==> config.mk <==
export PLATFORM = sky130hd
export DESIGN_NAME = imem_fetch_unit_flat
export DESIGN_NICKNAME = d
export VERILOG_FILES = /design/src/rtl/fetch_pkg.sv /design/src/rtl/imem_fetch_unit_if.sv /design/src/rtl/fetch_pc_reg.sv /design/src/rtl/imem_fetch_unit.sv /design/src/flat_wrapper.sv
export SDC_FILE = /design/constraint.sdc
export NUM_CORES = 1
export LEC_CHECK = 0
export BUFFER_PORTS_ARGS = -buffer_cell sky130_fd_sc_hd__buf_4
export CAP_MARGIN = 5
export CORE_ASPECT_RATIO = 1.25
export CORE_MARGIN = 4
export CORE_UTILIZATION = 46
export CTS_BUF_LIST = sky130_fd_sc_hd__clkbuf_2
export DETAILED_ROUTE_END_ITERATION = 7
export PLACE_DENSITY_LB_ADDON = 0.15
export SETUP_SLACK_MARGIN = 0.5
export SLEW_MARGIN = 25
export SYNTH_ARGS = -nofsm -noshare
export SYNTH_HDL_FRONTEND = slang
export SYNTH_HIERARCHICAL = 1
export SYNTH_SLANG_ARGS = --single-unit
==> constraint.sdc <==
create_clock -name clock -period 1.7 [get_ports clock]
set_input_delay 0 -clock clock [delete_from_list [all_inputs] [get_ports clock]]
set_output_delay 0 -clock clock [all_outputs]
set_load 0.03 [all_outputs]
==> src/rtl/fetch_pkg.sv <==
// Shared defaults, state encoding and latency-counter type for the
// instruction-fetch front end.
package fetch_pkg;
   localparam int unsigned FETCH_ADDR_W = 12;
   localparam int unsigned FETCH_DATA_W = 32;
   localparam logic [FETCH_ADDR_W-1:0] FETCH_RESET_PC = '0;
   localparam int unsigned LAT_CNT_W = 3;

   typedef enum logic {
      S_WAIT,
      S_HOLD
   } fetch_state_e;

   typedef logic [LAT_CNT_W-1:0] lat_cnt_t;
endpackage

==> src/rtl/imem_fetch_unit_if.sv <==
// Fetch-side bus: imem address/data plus the decode valid/ready handshake
// and the redirect request.
interface imem_fetch_unit_if
   import fetch_pkg::*;
#(
   parameter int unsigned ADDR_W = FETCH_ADDR_W,
   parameter int unsigned DATA_W = FETCH_DATA_W
);
   logic [ADDR_W-1:0] address_imem;
   logic [DATA_W-1:0] q_imem;
   logic [DATA_W-1:0] insn;
   logic [ADDR_W-1:0] insn_pc;
   logic [ADDR_W-1:0] insn_pc_plus1;
   logic              insn_valid;
   logic              insn_ready;
   logic              redirect_valid;
   logic [ADDR_W-1:0] redirect_pc;

   modport master (
      output address_imem,
      input  q_imem,
      output insn,
      output insn_pc,
      output insn_pc_plus1,
      output insn_valid,
      input  insn_ready,
      input  redirect_valid,
      input  redirect_pc
   );

   modport slave (
      input  address_imem,
      output q_imem,
      input  insn,
      input  insn_pc,
      input  insn_pc_plus1,
      input  insn_valid,
      output insn_ready,
      output redirect_valid,
      output redirect_pc
   );
endinterface

==> src/rtl/fetch_pc_reg.sv <==
// Program counter / imem address register: load on redirect, increment
// (modulo 2^ADDR_W) on handshake, RESET_PC on reset.
module fetch_pc_reg
   import fetch_pkg::*;
#(
   parameter int unsigned       ADDR_W   = FETCH_ADDR_W,
   parameter logic [ADDR_W-1:0] RESET_PC = '0
) (
   input  logic              clock,
   input  logic              reset,
   input  logic              load,
   input  logic [ADDR_W-1:0] load_pc,
   input  logic              inc,
   output logic [ADDR_W-1:0] pc_q
);
   logic [ADDR_W-1:0] pc_d;

   // Load outranks increment so a redirect coinciding with a handshake wins.
   always_comb begin
      pc_d = pc_q;
      if (load) begin
         pc_d = load_pc;
      end else if (inc) begin
         pc_d = pc_q + ADDR_W'(1);
      end
   end

   always_ff @(posedge clock) begin
      if (reset) begin
         pc_q <= RESET_PC;
      end else begin
         pc_q <= pc_d;
      end
   end
endmodule

==> src/rtl/imem_fetch_unit.sv <==
// Instruction-fetch front end: waits IMEM_LATENCY edges per address, captures
// q_imem and presents it to decode; redirects discard any pending fetch.
module imem_fetch_unit
   import fetch_pkg::*;
#(
   parameter int unsigned       ADDR_W       = FETCH_ADDR_W,
   parameter int unsigned       DATA_W       = FETCH_DATA_W,
   parameter int unsigned       IMEM_LATENCY = 1,
   parameter logic [ADDR_W-1:0] RESET_PC     = '0
) (
   input  logic                clock,
   input  logic                reset,
   imem_fetch_unit_if.master   bus,
   output logic [31:0]         insn_count
);
   localparam lat_cnt_t LAST_LAT = lat_cnt_t'(IMEM_LATENCY - 1);

   fetch_state_e      state_q, state_d;
   lat_cnt_t          lat_cnt_q, lat_cnt_d;
   logic [DATA_W-1:0] insn_q, insn_d;
   logic [ADDR_W-1:0] insn_pc_q, insn_pc_d;
   logic              insn_valid_q, insn_valid_d;
   logic [31:0]       insn_count_q, insn_count_d;
   logic [ADDR_W-1:0] pc;
   logic              pc_inc;

   fetch_pc_reg #(
      .ADDR_W   (ADDR_W),
      .RESET_PC (RESET_PC)
   ) u_pc_reg (
      .clock   (clock),
      .reset   (reset),
      .load    (bus.redirect_valid),
      .load_pc (bus.redirect_pc),
      .inc     (pc_inc),
      .pc_q    (pc)
   );

   always_comb begin
      state_d      = state_q;
      lat_cnt_d    = lat_cnt_q;
      insn_d       = insn_q;
      insn_pc_d    = insn_pc_q;
      insn_valid_d = insn_valid_q;
      insn_count_d = insn_count_q;
      pc_inc       = 1'b0;

      case (state_q)
         S_WAIT: begin
            if (lat_cnt_q == LAST_LAT) begin
               insn_d       = bus.q_imem;
               insn_pc_d    = pc;
               insn_valid_d = 1'b1;
               lat_cnt_d    = '0;
               state_d      = S_HOLD;
            end else begin
               lat_cnt_d = lat_cnt_q + lat_cnt_t'(1);
            end
         end
         S_HOLD: begin
            if (bus.insn_ready) begin
               insn_count_d = insn_count_q + 32'd1;
               insn_valid_d = 1'b0;
               pc_inc       = 1'b1;
               state_d      = S_WAIT;
            end
         end
         default: state_d = S_WAIT;
      endcase

      // Redirect overrides the FSM but keeps any handshake count; a capture
      // on the same edge is dropped by restoring the held instruction.
      if (bus.redirect_valid) begin
         insn_d       = insn_q;
         insn_pc_d    = insn_pc_q;
         insn_valid_d = 1'b0;
         lat_cnt_d    = '0;
         state_d      = S_WAIT;
      end
   end

   always_ff @(posedge clock) begin
      if (reset) begin
         state_q      <= S_WAIT;
         lat_cnt_q    <= '0;
         insn_q       <= '0;
         insn_pc_q    <= RESET_PC;
         insn_valid_q <= 1'b0;
         insn_count_q <= '0;
      end else begin
         state_q      <= state_d;
         lat_cnt_q    <= lat_cnt_d;
         insn_q       <= insn_d;
         insn_pc_q    <= insn_pc_d;
         insn_valid_q <= insn_valid_d;
         insn_count_q <= insn_count_d;
      end
   end

   assign bus.address_imem  = pc;
   assign bus.insn          = insn_q;
   assign bus.insn_pc       = insn_pc_q;
   assign bus.insn_pc_plus1 = insn_pc_q + ADDR_W'(1);
   assign bus.insn_valid    = insn_valid_q;
   assign insn_count        = insn_count_q;
endmodule
==> src/flat_wrapper.sv <==
// flat-port wrapper written by rule: the top's interface ports become plain ports
module imem_fetch_unit_flat import fetch_pkg::*;
#(
   parameter int unsigned       ADDR_W       = FETCH_ADDR_W,
   parameter int unsigned       DATA_W       = FETCH_DATA_W,
   parameter int unsigned       IMEM_LATENCY = 1,
   parameter logic [ADDR_W-1:0] RESET_PC     = '0
)
  (clock, reset, insn_count, bus_address_imem, bus_q_imem, bus_insn, bus_insn_pc, bus_insn_pc_plus1, bus_insn_valid, bus_insn_ready, bus_redirect_valid, bus_redirect_pc);
  imem_fetch_unit_if #(.ADDR_W(ADDR_W), .DATA_W(DATA_W)) bus_i ();
  input  logic clock;
  input  logic reset;
  output logic [31:0] insn_count;
  output wire logic [$bits(bus_i.address_imem)-1:0] bus_address_imem;
  input wire logic [$bits(bus_i.q_imem)-1:0] bus_q_imem;
  output wire logic [$bits(bus_i.insn)-1:0] bus_insn;
  output wire logic [$bits(bus_i.insn_pc)-1:0] bus_insn_pc;
  output wire logic [$bits(bus_i.insn_pc_plus1)-1:0] bus_insn_pc_plus1;
  output wire logic [$bits(bus_i.insn_valid)-1:0] bus_insn_valid;
  input wire logic [$bits(bus_i.insn_ready)-1:0] bus_insn_ready;
  input wire logic [$bits(bus_i.redirect_valid)-1:0] bus_redirect_valid;
  input wire logic [$bits(bus_i.redirect_pc)-1:0] bus_redirect_pc;
  assign bus_address_imem = bus_i.address_imem;
  assign bus_i.q_imem = bus_q_imem;
  assign bus_insn = bus_i.insn;
  assign bus_insn_pc = bus_i.insn_pc;
  assign bus_insn_pc_plus1 = bus_i.insn_pc_plus1;
  assign bus_insn_valid = bus_i.insn_valid;
  assign bus_i.insn_ready = bus_insn_ready;
  assign bus_i.redirect_valid = bus_redirect_valid;
  assign bus_i.redirect_pc = bus_redirect_pc;
  imem_fetch_unit #(.ADDR_W(ADDR_W), .DATA_W(DATA_W), .IMEM_LATENCY(IMEM_LATENCY), .RESET_PC(RESET_PC)) u_core (.clock(clock), .reset(reset), .bus(bus_i), .insn_count(insn_count));
endmodule
==> run_results.csv, run 1 <==
group,metric,value,unit
synthesis,synth.area.mux_share,0.0120,
placement,dp_hpwl,8.44,mm
floorplan,die_w,93.0,µm
outcome,status,"did not finish",
floorplan,die_height,114,µm
synthesis,synth_area,0.00416,mm²
clocking,cts_made_buffers,9,
synthesis,synth-seq-cells,93,
clocking,clockRootBuffer,"clkbuf_2",
sta,worstEpCategory,"output port",
floorplan,row_count,38,
outcome,lastStage,"global routing (5_1_grt)",
synthesis,yosysSeqAreaShare,0.448,
synthesis,synth_area_per_cell,8.09,µm²
synthesis,synth-compound-area-share,0.147,
synthesis,synth_cell_types,42,
synthesis,synth_nets,567,
synthesis,synth_warnings,6,
synthesis,synth_edf_count,0,
floorplan,ios,149,
placement,port_buffers,148,
clocking,clockBufferDepth,2,
synthesis,synth_top_family_by_area,"simple AND/OR/NAND/NOR gates",
floorplan,start_util,0.475,
clocking,htree_levels,3,
synthesis,ys.flop_type,"dfxtp_1",
outcome,tool.error,"[ERROR DPL-0038] Utilization greater than 100%, impossible to legalize",
synthesis,yosys.area_share.simple,0.273,
sta,worst_endpoint,"bus_insn_pc_plus1[11]",
synthesis,synthCells,514,
synthesis,synth_adder_area_share,0.0151,
synthesis,synthXorXnorAreaFrac,0.0611,
clocking,cts.sinks,93,
grt,grt_max_degree,64,
synthesis,async_flop_share,0,
placement,routabilityCongestion,0.814,
placement,place_area,0.00594,mm²
==> stage by stage <==
| stage | worst slack [ps] | TNS, ps | cells |
|---|---|---|---|
| detailed placement | -83.3 | -527 | 779 |
| global placement | -18.2 | -83.1 | 779 |
| CTS | -192 | -940 | 932 |
| floorplan | -51.6 | -80.6 | 514 |
==> synth_stat cells, types with 2 or more instances <==
master / instances / area, µm²
clkbuf_1: 24 / 90.1
mux2i_1: 5 / 50.1
nor3b_1: 3 / 22.5
inv_1: 15 / 56.3
or4_1: 16 / 120
o21ai_0: 8 / 40.0
or3_1: 9 / 56.3
o22ai_1: 3 / 18.8
nor2b_1: 2 / 12.5
nand2_1: 111 / 417
ha_1: 5 / 62.6
nand3_1: 15 / 75.1
and2_1: 2 / 12.5
nand4_1: 14 / 87.6
and3_1: 6 / 37.5
o31ai_1: 13 / 97.6
xor2_1: 10 / 87.6
a21oi_1: 76 / 380
nor3_1: 14 / 70.1
o21a_1: 3 / 22.5
and4_1: 6 / 52.6
nor2_1: 20 / 75.1
buf_2: 2 / 10.0
dfxtp_1: 93 / 1860
xnor2_1: 19 / 166
or4_4: 2 / 22.5
buf_1: 3 / 11.3
==> cells by family after synthesis <==
logic type               count (synthesis)
multiplexers                             5
XOR/XNOR                                29
AND/OR/NAND/NOR                        227
adder cells (fa/ha/maj)                  5
flip-flops                              93
AO/OA/AOI/OAI                          109
buffers and inverters                   46
==> what timing repair did <==
item | in CTS
setup endpoints to repair | 122
cloned | 13
hold buffers | 51
setup buffers | 73
endpoints found under the hold margin | 78
resized for setup | 271
pin swaps | 109
==> inputs of run 2 (changes only) <==
--- a/config.mk
+++ b/config.mk
@@ -7,13 +7,10 @@
 export LEC_CHECK = 0
 export BUFFER_PORTS_ARGS = -buffer_cell sky130_fd_sc_hd__buf_4
 export CAP_MARGIN = 5
-export CORE_ASPECT_RATIO = 1.25
 export CORE_MARGIN = 4
-export CORE_UTILIZATION = 46
-export CTS_BUF_LIST = sky130_fd_sc_hd__clkbuf_2
+export CORE_UTILIZATION = 35
 export DETAILED_ROUTE_END_ITERATION = 7
 export PLACE_DENSITY_LB_ADDON = 0.15
-export SETUP_SLACK_MARGIN = 0.5
 export SLEW_MARGIN = 25
 export SYNTH_ARGS = -nofsm -noshare
 export SYNTH_HDL_FRONTEND = slang
==> constraint.sdc (replaced) <==
create_clock -name clock -period 2.2 [get_ports clock]
set_input_delay 0 -clock clock [delete_from_list [all_inputs] [get_ports clock]]
set_output_delay 0 -clock clock [all_outputs]
set_load 0.03 [all_outputs]
==> run 2 against run 1 <==
Effect of this change:
- synthesized cell count unchanged
- area after synthesis unchanged
- the run now ends clean
==> run_results.csv, run 2 <==
group,metric,value,unit
outcome,status,"completed",
synthesis,synth_warnings,6,
synthesis,yosysMostFrequentCell,"nand2_1",
layout,syn2layout_area_growth,47.9,%
critical_path,path_cells,"ha_1 -> and4_1 -> nand3_1 -> or4_1 -> a21oi_1",
clocking,clkLatencyLatePin,340,ps
critical_path,crit_start,"u_core/insn_count[0]$_SDFFE_PP0P_",
clocking,clkTransAtPathRegs,60,ps
synthesis,synth-seq-cells,93,
pwr,p_leak,2.54,nW
sta,finalCriticalPeriod,2000,ps
job,maxCapViolations,0,
sta,hold_viol,0,
sta,tightest_slew,666,ps
layout,layout_commonest_cell,"buf_4",
sta,period_share,0.907,
synthesis,async_flop_share,0,
synthesis,synth_nets,567,
sta,finalSetupViolations,0,
placement,port_buffers,148,
clocking,cts_setup_buffers,0,
drt,drt_iter0_markers,297,
placement,place_area,0.00540,mm²
drt,routed_wl,12.6,mm
critical_path,cp_slowest_cell,"or4_1",
clocking,cts_tree,"yes",
grt,grt_overflow_total,0,
drt,firstDrtPassIters,4,
synthesis,synth.top_cell.area_share,0.448,
worst_hold_path,hp-start,"bus_redirect_pc[8]",
sta,rsz0062_at_grt,"false",
clocking,clockRootBuffer,"clkbuf_16",
sta,skew,3.95,ps
floorplan,ios,149,
critical_path,cp_data_required_time,2470,ps
floorplan,die_height,117,µm
sta,finalWorstSetupSlack,205,ps
clocking,htree_levels,3,
critical_path,crit_type,"register to register",
synthesis,ys.flop_type,"dfxtp_1",
synthesis,ys_top_cells_by_area,"dfxtp_1 (45%), nand2_1 (10%), a21oi_1 (9.2%)",
grt,antenna_found_initial,0,
synthesis,synth_cell_types,42,
clocking,cts_made_buffers,9,
layout,drive_gt1_frac,0.260,
floorplan,row_count,39,
grt,grt_pass1_vias,4105,
critical_path,crit_family,"simple AND/OR/NAND/NOR gates",
sta,fin_setup_tns,0,ps
critical_path,cp-end-kind,"register",
drt,ant_nets,0,
drt,drc_errors,0,
layout,multiInputGateArea,0.00212,mm²
sta,maxSlewHeadroom,0.556,
sta,timing.hold.ws,15.2,ps
clocking,post_cts_resized,0,
synthesis,yosysSeqAreaShare,0.448,
clocking,cts_hold_buf,43,
critical_path,cp.arrival,2260,ps
worst_hold_path,holdCritPathClass,"input pin to register",
grt,grt_usage,0.185,
layout,seq_area,0.00186,mm²
grt,grt_pass1_wl,20.1,mm
drt,wl_per_cell,15.0,µm
placement,place_ws,219,ps
critical_path,slowest_delay,580,ps
placement,routabilityCongestion,0.781,
layout,final_cell_area,0.00615,mm²
floorplan,core,0.0115,mm²
sta,maxSlewViolCount,0,
floorplan,start_util,0.361,
layout,diodes,0,
floorplan,dieArea,0.0137,mm²
grt,grt_max_degree,60,
floorplan,die_w,117,µm
synthesis,synth_area_per_cell,8.09,µm²
drt,vias,4295,
layout,layout.nets,749,
synthesis,synth_area,0.00416,mm²
synthesis,synthTopCellsByCount,"nand2_1 (111), dfxtp_1 (93), a21oi_1 (76), clkbuf_1 (24), nor2_1 (20)",
synthesis,synth_edf_count,0,
critical_path,reg2reg_from,"u_core/insn_count[0]$_SDFFE_PP0P_",
synthesis,synthCells,514,
layout,fillers,1110,
layout,final_cell_mix,"buf_4 (158), nand2_1 (111), dfxtp_1 (93)",
drt,vias_per_cell,5.09,
clocking,cts.sinks,93,
pwr,max-vdd-ir-drop,0.445,mV
placement,dp_hpwl,8.72,mm
pwr,p_per_area,654,mW/mm²
synthesis,yosysTopAreaCell,"dfxtp_1",
critical_path,cp_max_fo,8,
critical_path,crit_buf_inv,0,
critical_path,worst_setup_path_start_kind,"register",
clocking,clockBufferDepth,2,
sta,fmax,501,MHz
==> run 2: cell counts after synthesis <==
No cell type changed its count.
==> run 2: kinds of logic after synthesis <==
| family | Yosys count | share of synthesized area |
|---|---|---|
| AO/OA/AOI/OAI | 109 | 0.147 |
| XOR/XNOR | 29 | 0.0611 |
| adder cells (fa/ha/maj) | 5 | 0.0151 |
| buffers and inverters | 46 | 0.0439 |
| flip-flops | 93 | 0.448 |
| multiplexers | 5 | 0.0120 |
| AND/OR/NAND/NOR | 227 | 0.273 |
==> run 2: layer usage <==
layer / routed length [µm] / up-vias / part of all wire / GRT usage
met1: 5380 / 1996 / 0.43 / 0.228
met3: 745 / 21 / 0.059 / 0.0478
met2: 6220 / 122 / 0.49 / 0.305
met5: 0 / - / 0 / 0
met4: 286 / 0 / 0.023 / 0.0795
li1: - / 2156 / - / -
==> run 2: area by class of cell <==
class,instances,area share
clock buffers,10,0.0389
flip-flops and latches,93,0.303
clock inverters,5,0.0122
multi-input cells,375,0.344
repair buffers,201,0.263
well taps,143,0.0291
inverters,16,0.00977
==> run 2: per-stage QoR <==
| step | util | cells | power, mW |
|---|---|---|---|
| floorplan | - | 514 | 2.12 |
| global placement | 0.469 | 785 | 2.34 |
| detailed placement | 0.469 | 785 | 2.35 |
| CTS | 0.534 | 843 | 4.08 |
| global route | 0.534 | 843 | 4.20 |
| finish | 0.534 | 843 | 4.02 |
==> run 2: tightest hold or removal path: stages <==
cell     delay (ps)
buf_4           110
inv_1            50
a21oi_1          60
o21a_1          100
==> run 2: final timing paths <==
check                                                            end  slack, ps  cells after the start
worst max-delay path              u_core/insn_count[26]$_SDFFE_PP0P_        200                      5
worst min-delay path            u_core/u_pc_reg/pc_q[8]$_SDFFE_PP0P_         20                      4
worst max register to register    u_core/insn_count[26]$_SDFFE_PP0P_        200                      5
worst min register to register      u_core/bus.insn[20]$_SDFFE_PP0P_        460                      2
==> run 2: report_power, final <==
part	internal (mW)	switching, mW	leakage, nW	total (mW)
logic	0.248	0.314	1.62	0.562
clock network	1.01	0.642	0.158	1.66
registers	1.74	0.0603	0.758	1.80
total	3.01	1.02	2.54	4.02
Power figures use the tool's default switching activity.
==> inputs of run 3 (changes only) <==
==> constraint.sdc (replaced) <==
create_clock -name clock -period 2.2 [get_ports clock]
set_input_delay 0.11 -clock clock [delete_from_list [all_inputs] [get_ports clock]]
set_output_delay 0.11 -clock clock [all_outputs]
set_load 0.03 [all_outputs]
==> run 3 against run 2 <==
Effect of this change:
- die area unchanged
- via count down 1.4%
- hold slack worse by 9.8 ps
- first-iteration DRC count up 12%
- clock skew up 10 ps
- sequential cell count unchanged
- cell count down 3.1%
- maximum frequency down 0.72%
- sequential share of layout area up 1.3 points
- register-to-register slack about the same
- critical endpoint is now u_core/insn_count[28]$_SDFFE_PP0P_
- largest cell class unchanged
==> run_results.csv, run 3 (synthesized netlist as in run 2, its figures left out) <==
group,metric,value,unit
layout,layout.nets,723,
drt,firstDrtPassIters,4,
drt,vias_per_cell,5.18,
placement,dp_hpwl,8.70,mm
floorplan,core,0.0115,mm²
critical_path,cp_max_fo,8,
clocking,post_cts_resized,0,
floorplan,start_util,0.361,
sta,period_share,0.914,
layout,seq_area,0.00186,mm²
floorplan,ios,149,
clocking,clkLatencyLatePin,350,ps
layout,final_cell_mix,"buf_4 (158), nand2_1 (111), dfxtp_1 (93)",
drt,ant_nets,0,
pwr,p_leak,2.42,nW
sta,tightest_slew,593,ps
clocking,clkTransAtPathRegs,60,ps
drt,vias,4233,
clocking,cts_tree,"yes",
pwr,max-vdd-ir-drop,0.383,mV
layout,diodes,0,
grt,grt_pass1_wl,19.6,mm
job,maxCapViolations,0,
clocking,cts_made_buffers,9,
sta,finalCriticalPeriod,2010,ps
layout,fillers,1113,
placement,port_buffers,148,
sta,finalSetupViolations,0,
floorplan,die_height,117,µm
worst_hold_path,holdCritPathClass,"input pin to register",
floorplan,row_count,39,
drt,drt_iter0_markers,333,
drt,drc_errors,0,
grt,grt_usage,0.180,
critical_path,crit_type,"register to register",
clocking,cts_setup_buffers,0,
placement,routabilityCongestion,0.792,
floorplan,dieArea,0.0137,mm²
sta,skew,14.1,ps
layout,layout_commonest_cell,"buf_4",
critical_path,cp-end-kind,"register",
layout,drive_gt1_frac,0.270,
drt,wl_per_cell,15.0,µm
grt,grt_pass1_vias,3904,
grt,antenna_found_initial,0,
outcome,status,"completed",
layout,syn2layout_area_growth,41.7,%
sta,rsz0062_at_grt,"false",
grt,grt_overflow_total,0,
grt,grt_max_degree,55,
placement,dp_cells,785,
floorplan,die_w,117,µm
sta,hold_viol,0,
sta,fin_setup_tns,0,ps
clocking,htree_levels,3,
layout,fin_cells,817,
layout,multiInputGateArea,0.00212,mm²
sta,maxSlewViolCount,0,
drt,routed_wl,12.3,mm
clocking,clockRootBuffer,"clkbuf_16",
sta,fmax,498,MHz
clocking,cts.sinks,93,
critical_path,worst_setup_path_start_kind,"register",
critical_path,r2r_slack,190,ps
clocking,clockBufferDepth,2,
critical_path,cp_data_required_time,2470,ps
pwr,p_per_area,675,mW/mm²
critical_path,cp.arrival,2280,ps
sta,maxSlewHeadroom,0.605,
==> run 3: cell count changes in the layout (fill, tap and decap cells not counted) <==
cell           change
dlygate4sd3_1     -26
clkinv_2           -2
clkinvlp_4         +2
clkbuf_8           -1
clkinv_4           +1
==> run 3: critical path: stages (launching register included) <==
cell	delay, ps
dfxtp_1	410
ha_1	190
and4_1	330
nand3_1	280
or4_1	580
a21oi_1	150
==> run 3: report_power, final <==
part | switching (mW) | internal, mW | leakage [nW]
registers | 0.0601 | 1.74 | 0.758
logic | 0.305 | 0.218 | 1.51
clock network | 0.662 | 0.988 | 0.147
==> run 3: worst paths after layout <==
kind	depth (start not counted)	to	from
setup / recovery	5	u_core/insn_count[28]$_SDFFE_PP0P_	u_core/insn_count[0]$_SDFFE_PP0P_
hold / removal	3	u_core/bus.insn[22]$_SDFFE_PP0P_	bus_q_imem[22]
setup reg to reg	5	u_core/insn_count[28]$_SDFFE_PP0P_	u_core/insn_count[0]$_SDFFE_PP0P_
hold reg to reg	2	u_core/bus.insn[4]$_SDFFE_PP0P_	u_core/bus.insn[4]$_SDFFE_PP0P_
==> run 3: cell type report <==
class / count / area share
Tap cell: 143 / 0.0304
Multi-Input combinational cell: 375 / 0.360
Clock inverter: 6 / 0.0151
Sequential cell: 93 / 0.316
Timing Repair Buffer: 175 / 0.230
Inverter: 16 / 0.0102
Clock buffer: 9 / 0.0382
==> run 3: timing repair <==
| action | CTS | global route |
|---|---|---|
| setup endpoints to repair | 0 | 0 |
| hold buffers | 16 | 1 |
| hold endpoints to repair | 16 | 1 |
==> run 3: metrics by stage <==
step	setup slack (ps)	hold slack, ps	power, mW	util	cell area (µm²)
floorplan	169	199	2.12	-	4160
global placement	299	339	2.34	0.469	5400
detailed placement	232	346	2.34	0.469	5400
CTS	208	0.412	4.03	0.510	5880
global route	27.9	2.28	4.16	0.511	5890
finish	190	5.39	3.98	0.511	5890
==> run 3: metal layers <==
layer / track usage / vias up / part of all wire
met2: 0.302 / 122 / 0.50
met3: 0.0566 / 6 / 0.071
li1: - / 2110 / -
met5: 0 / - / 0
met1: 0.221 / 1995 / 0.42
met4: 0.0596 / 0 / 0.0069
==> inputs of run 4 (changes only) <==
--- a/config.mk
+++ b/config.mk
@@ -9,6 +9,7 @@
 export CAP_MARGIN = 5
 export CORE_MARGIN = 4
 export CORE_UTILIZATION = 35
+export CTS_BUF_LIST = sky130_fd_sc_hd__clkbuf_8
 export DETAILED_ROUTE_END_ITERATION = 7
 export PLACE_DENSITY_LB_ADDON = 0.15
 export SLEW_MARGIN = 25
==> run 4 against run 3 <==
Effect of this change:
- global-route usage rose by 0.36 points
- register-to-register slack about the same
- first-iteration DRC count shrank 19%
- hold slack improved by 32 ps
- wire length grew 1.9%
- utilization grew 0.95 points
- total power fell by 9.2%
- highest routed layer unchanged
- die area stayed put
- largest cell class unchanged
- critical endpoint unchanged
- via count grew 1.6%
- setup slack lost 12 ps
- critical path type unchanged
- sequential power about the same
==> run_results.csv, run 4 (synthesized netlist as in run 2, its figures left out) <==
group,metric,value,unit
outcome,status,"completed",
critical_path,slowest_delay,580,ps
layout,fillers,1102,
floorplan,dieArea,0.0137,mm²
clocking,htree_levels,3,
pwr,max-vdd-ir-drop,0.321,mV
critical_path,crit_type,"register to register",
job,maxCapViolations,0,
floorplan,row_count,39,
grt,grt_pass1_vias,4026,
sta,finalCriticalPeriod,2020,ps
placement,port_buffers,148,
clocking,cts.sinks,93,
sta,maxSlewViolCount,0,
sta,maxSlewHeadroom,0.601,
worst_hold_path,holdCritPathClass,"input pin to register",
sta,hold_viol,0,
pwr,p_leak,2.46,nW
floorplan,start_util,0.361,
drt,routed_wl,12.5,mm
critical_path,worst_setup_path_start_kind,"register",
floorplan,die_height,117,µm
drt,firstDrtPassIters,4,
drt,vias_per_cell,5.13,
clocking,clkTransAtPathRegs,90,ps
floorplan,ios,149,
grt,antenna_found_initial,0,
critical_path,reg2reg_from,"u_core/insn_count[0]$_SDFFE_PP0P_",
sta,finalSetupViolations,0,
clocking,clkLatencyLatePin,380,ps
layout,layout.nets,744,
sta,tightest_slew,598,ps
critical_path,cp_slowest_cell,"or4_1",
layout,multiInputGateArea,0.00212,mm²
drt,drc_errors,0,
placement,routabilityCongestion,0.792,
critical_path,cp_max_fo,8,
layout,final_cell_mix,"buf_4 (158), nand2_1 (111), dfxtp_1 (93)",
layout,drive_gt1_frac,0.262,
layout,diodes,0,
clocking,clockRootBuffer,"clkbuf_8",
pwr,p_per_area,602,mW/mm²
critical_path,cp-endpoint,"u_core/insn_count[28]$_SDFFE_PP0P_",
clocking,cts_tree,"yes",
layout,postLayoutCoreUtil,0.521,
sta,fmax,494,MHz
critical_path,cp_data_required_time,2510,ps
floorplan,die_w,117,µm
critical_path,r2r_slack,180,ps
sta,fin_setup_tns,0,ps
sta,rsz0062_at_grt,"false",
drt,wl_per_cell,14.9,µm
critical_path,crit_start,"u_core/insn_count[0]$_SDFFE_PP0P_",
sta,period_share,0.919,
grt,grt_pass1_wl,19.9,mm
layout,seq_area,0.00186,mm²
drt,drt_iter0_markers,271,
layout,syn2layout_area_growth,44.3,%
grt,grt_max_degree,55,
critical_path,r2r_cells,5,
drt,ant_nets,0,
clocking,cts_setup_buffers,0,
placement,dp_hpwl,8.70,mm
grt,grt_usage,0.184,
drt,vias,4302,
floorplan,core,0.0115,mm²
layout,layout_commonest_cell,"buf_4",
critical_path,cp-end-kind,"register",
grt,grt_overflow_total,0,
critical_path,cp.arrival,2330,ps
clocking,cts_made_buffers,9,
critical_path,path_cells,"ha_1 -> and4_1 -> nand3_1 -> or4_1 -> a21oi_1",
clocking,clockBufferDepth,2,
critical_path,r2r-end,"u_core/insn_count[28]$_SDFFE_PP0P_",
sta,skew,10.6,ps
run 4: changes by cell type in the layout (fill, tap and decap cells not counted), sizes merged:
cell | previous run | this run
dlygate4sd3 | 17 | 38
run 4: metal layers:
metal  routed length, µm  global-route usage  share of wire
met5                   0                   0              0
met4                 192              0.0627          0.015
met3                 862              0.0566          0.069
met2                6110               0.309           0.49
met1                5350               0.224           0.43
run 4: area by class of cell:
type / instances / share of cell area
Tap cell: 143 / 0.0298
Timing Repair Buffer: 196 / 0.261
Multi-Input combinational cell: 375 / 0.353
Inverter: 16 / 0.0100
Sequential cell: 93 / 0.310
Clock buffer: 9 / 0.0207
Clock inverter: 6 / 0.0148
run 4: worst min-delay path by stage:
stage	slack (ps)	to	startpoint	depth (start not counted)
after global placement	340	u_core/u_pc_reg/pc_q[1]$_SDFFE_PP0P_	bus_redirect_pc[1]	3
after CTS	10	u_core/u_pc_reg/pc_q[9]$_SDFFE_PP0P_	bus_redirect_pc[9]	3
after floorplan	200	u_core/u_pc_reg/pc_q[3]$_SDFFE_PP0P_	reset	1
after global routing	30	u_core/u_pc_reg/pc_q[9]$_SDFFE_PP0P_	bus_redirect_pc[9]	3
after detailed placement	350	u_core/u_pc_reg/pc_q[1]$_SDFFE_PP0P_	bus_redirect_pc[1]	3
final	40	u_core/u_pc_reg/pc_q[9]$_SDFFE_PP0P_	bus_redirect_pc[9]	3
run 4: worst max-delay path, delay by kind of cell, from the launching register on:
family	cells	cell delay, ps
adder cells (fa/ha/maj)	1	190
flip-flops	1	420
AND/OR/NAND/NOR	3	1200
AO/OA/AOI/OAI	1	150
run 4: per-stage QoR:
step | hold slack, ps | cells | cell area [µm²] | setup WS, ps | total power [mW]
finish | 37.6 | 838 | 6000 | 178 | 3.61
global route | 34.4 | 838 | 6000 | 10.1 | 3.79
CTS | 9.53 | 838 | 6000 | 195 | 3.66
detailed placement | 346 | 785 | 5400 | 232 | 2.34
global placement | 339 | 785 | 5400 | 299 | 2.34
floorplan | 199 | 514 | 4160 | 169 | 2.12
run 4: report_power, final:
group | internal (mW) | switching [mW] | total [mW] | leakage (nW)
clock | 0.633 | 0.620 | 1.25 | 0.101
sequential | 1.74 | 0.0594 | 1.80 | 0.758
combinational | 0.242 | 0.313 | 0.555 | 1.60
total | 2.62 | 0.992 | 3.61 | 2.46
run 4: repair_timing:
item | 4_1_cts | 5_1_grt
gates resized for setup | 0 | 0
hold buffers | 38 | 0
hold endpoints to repair | 38 | 0
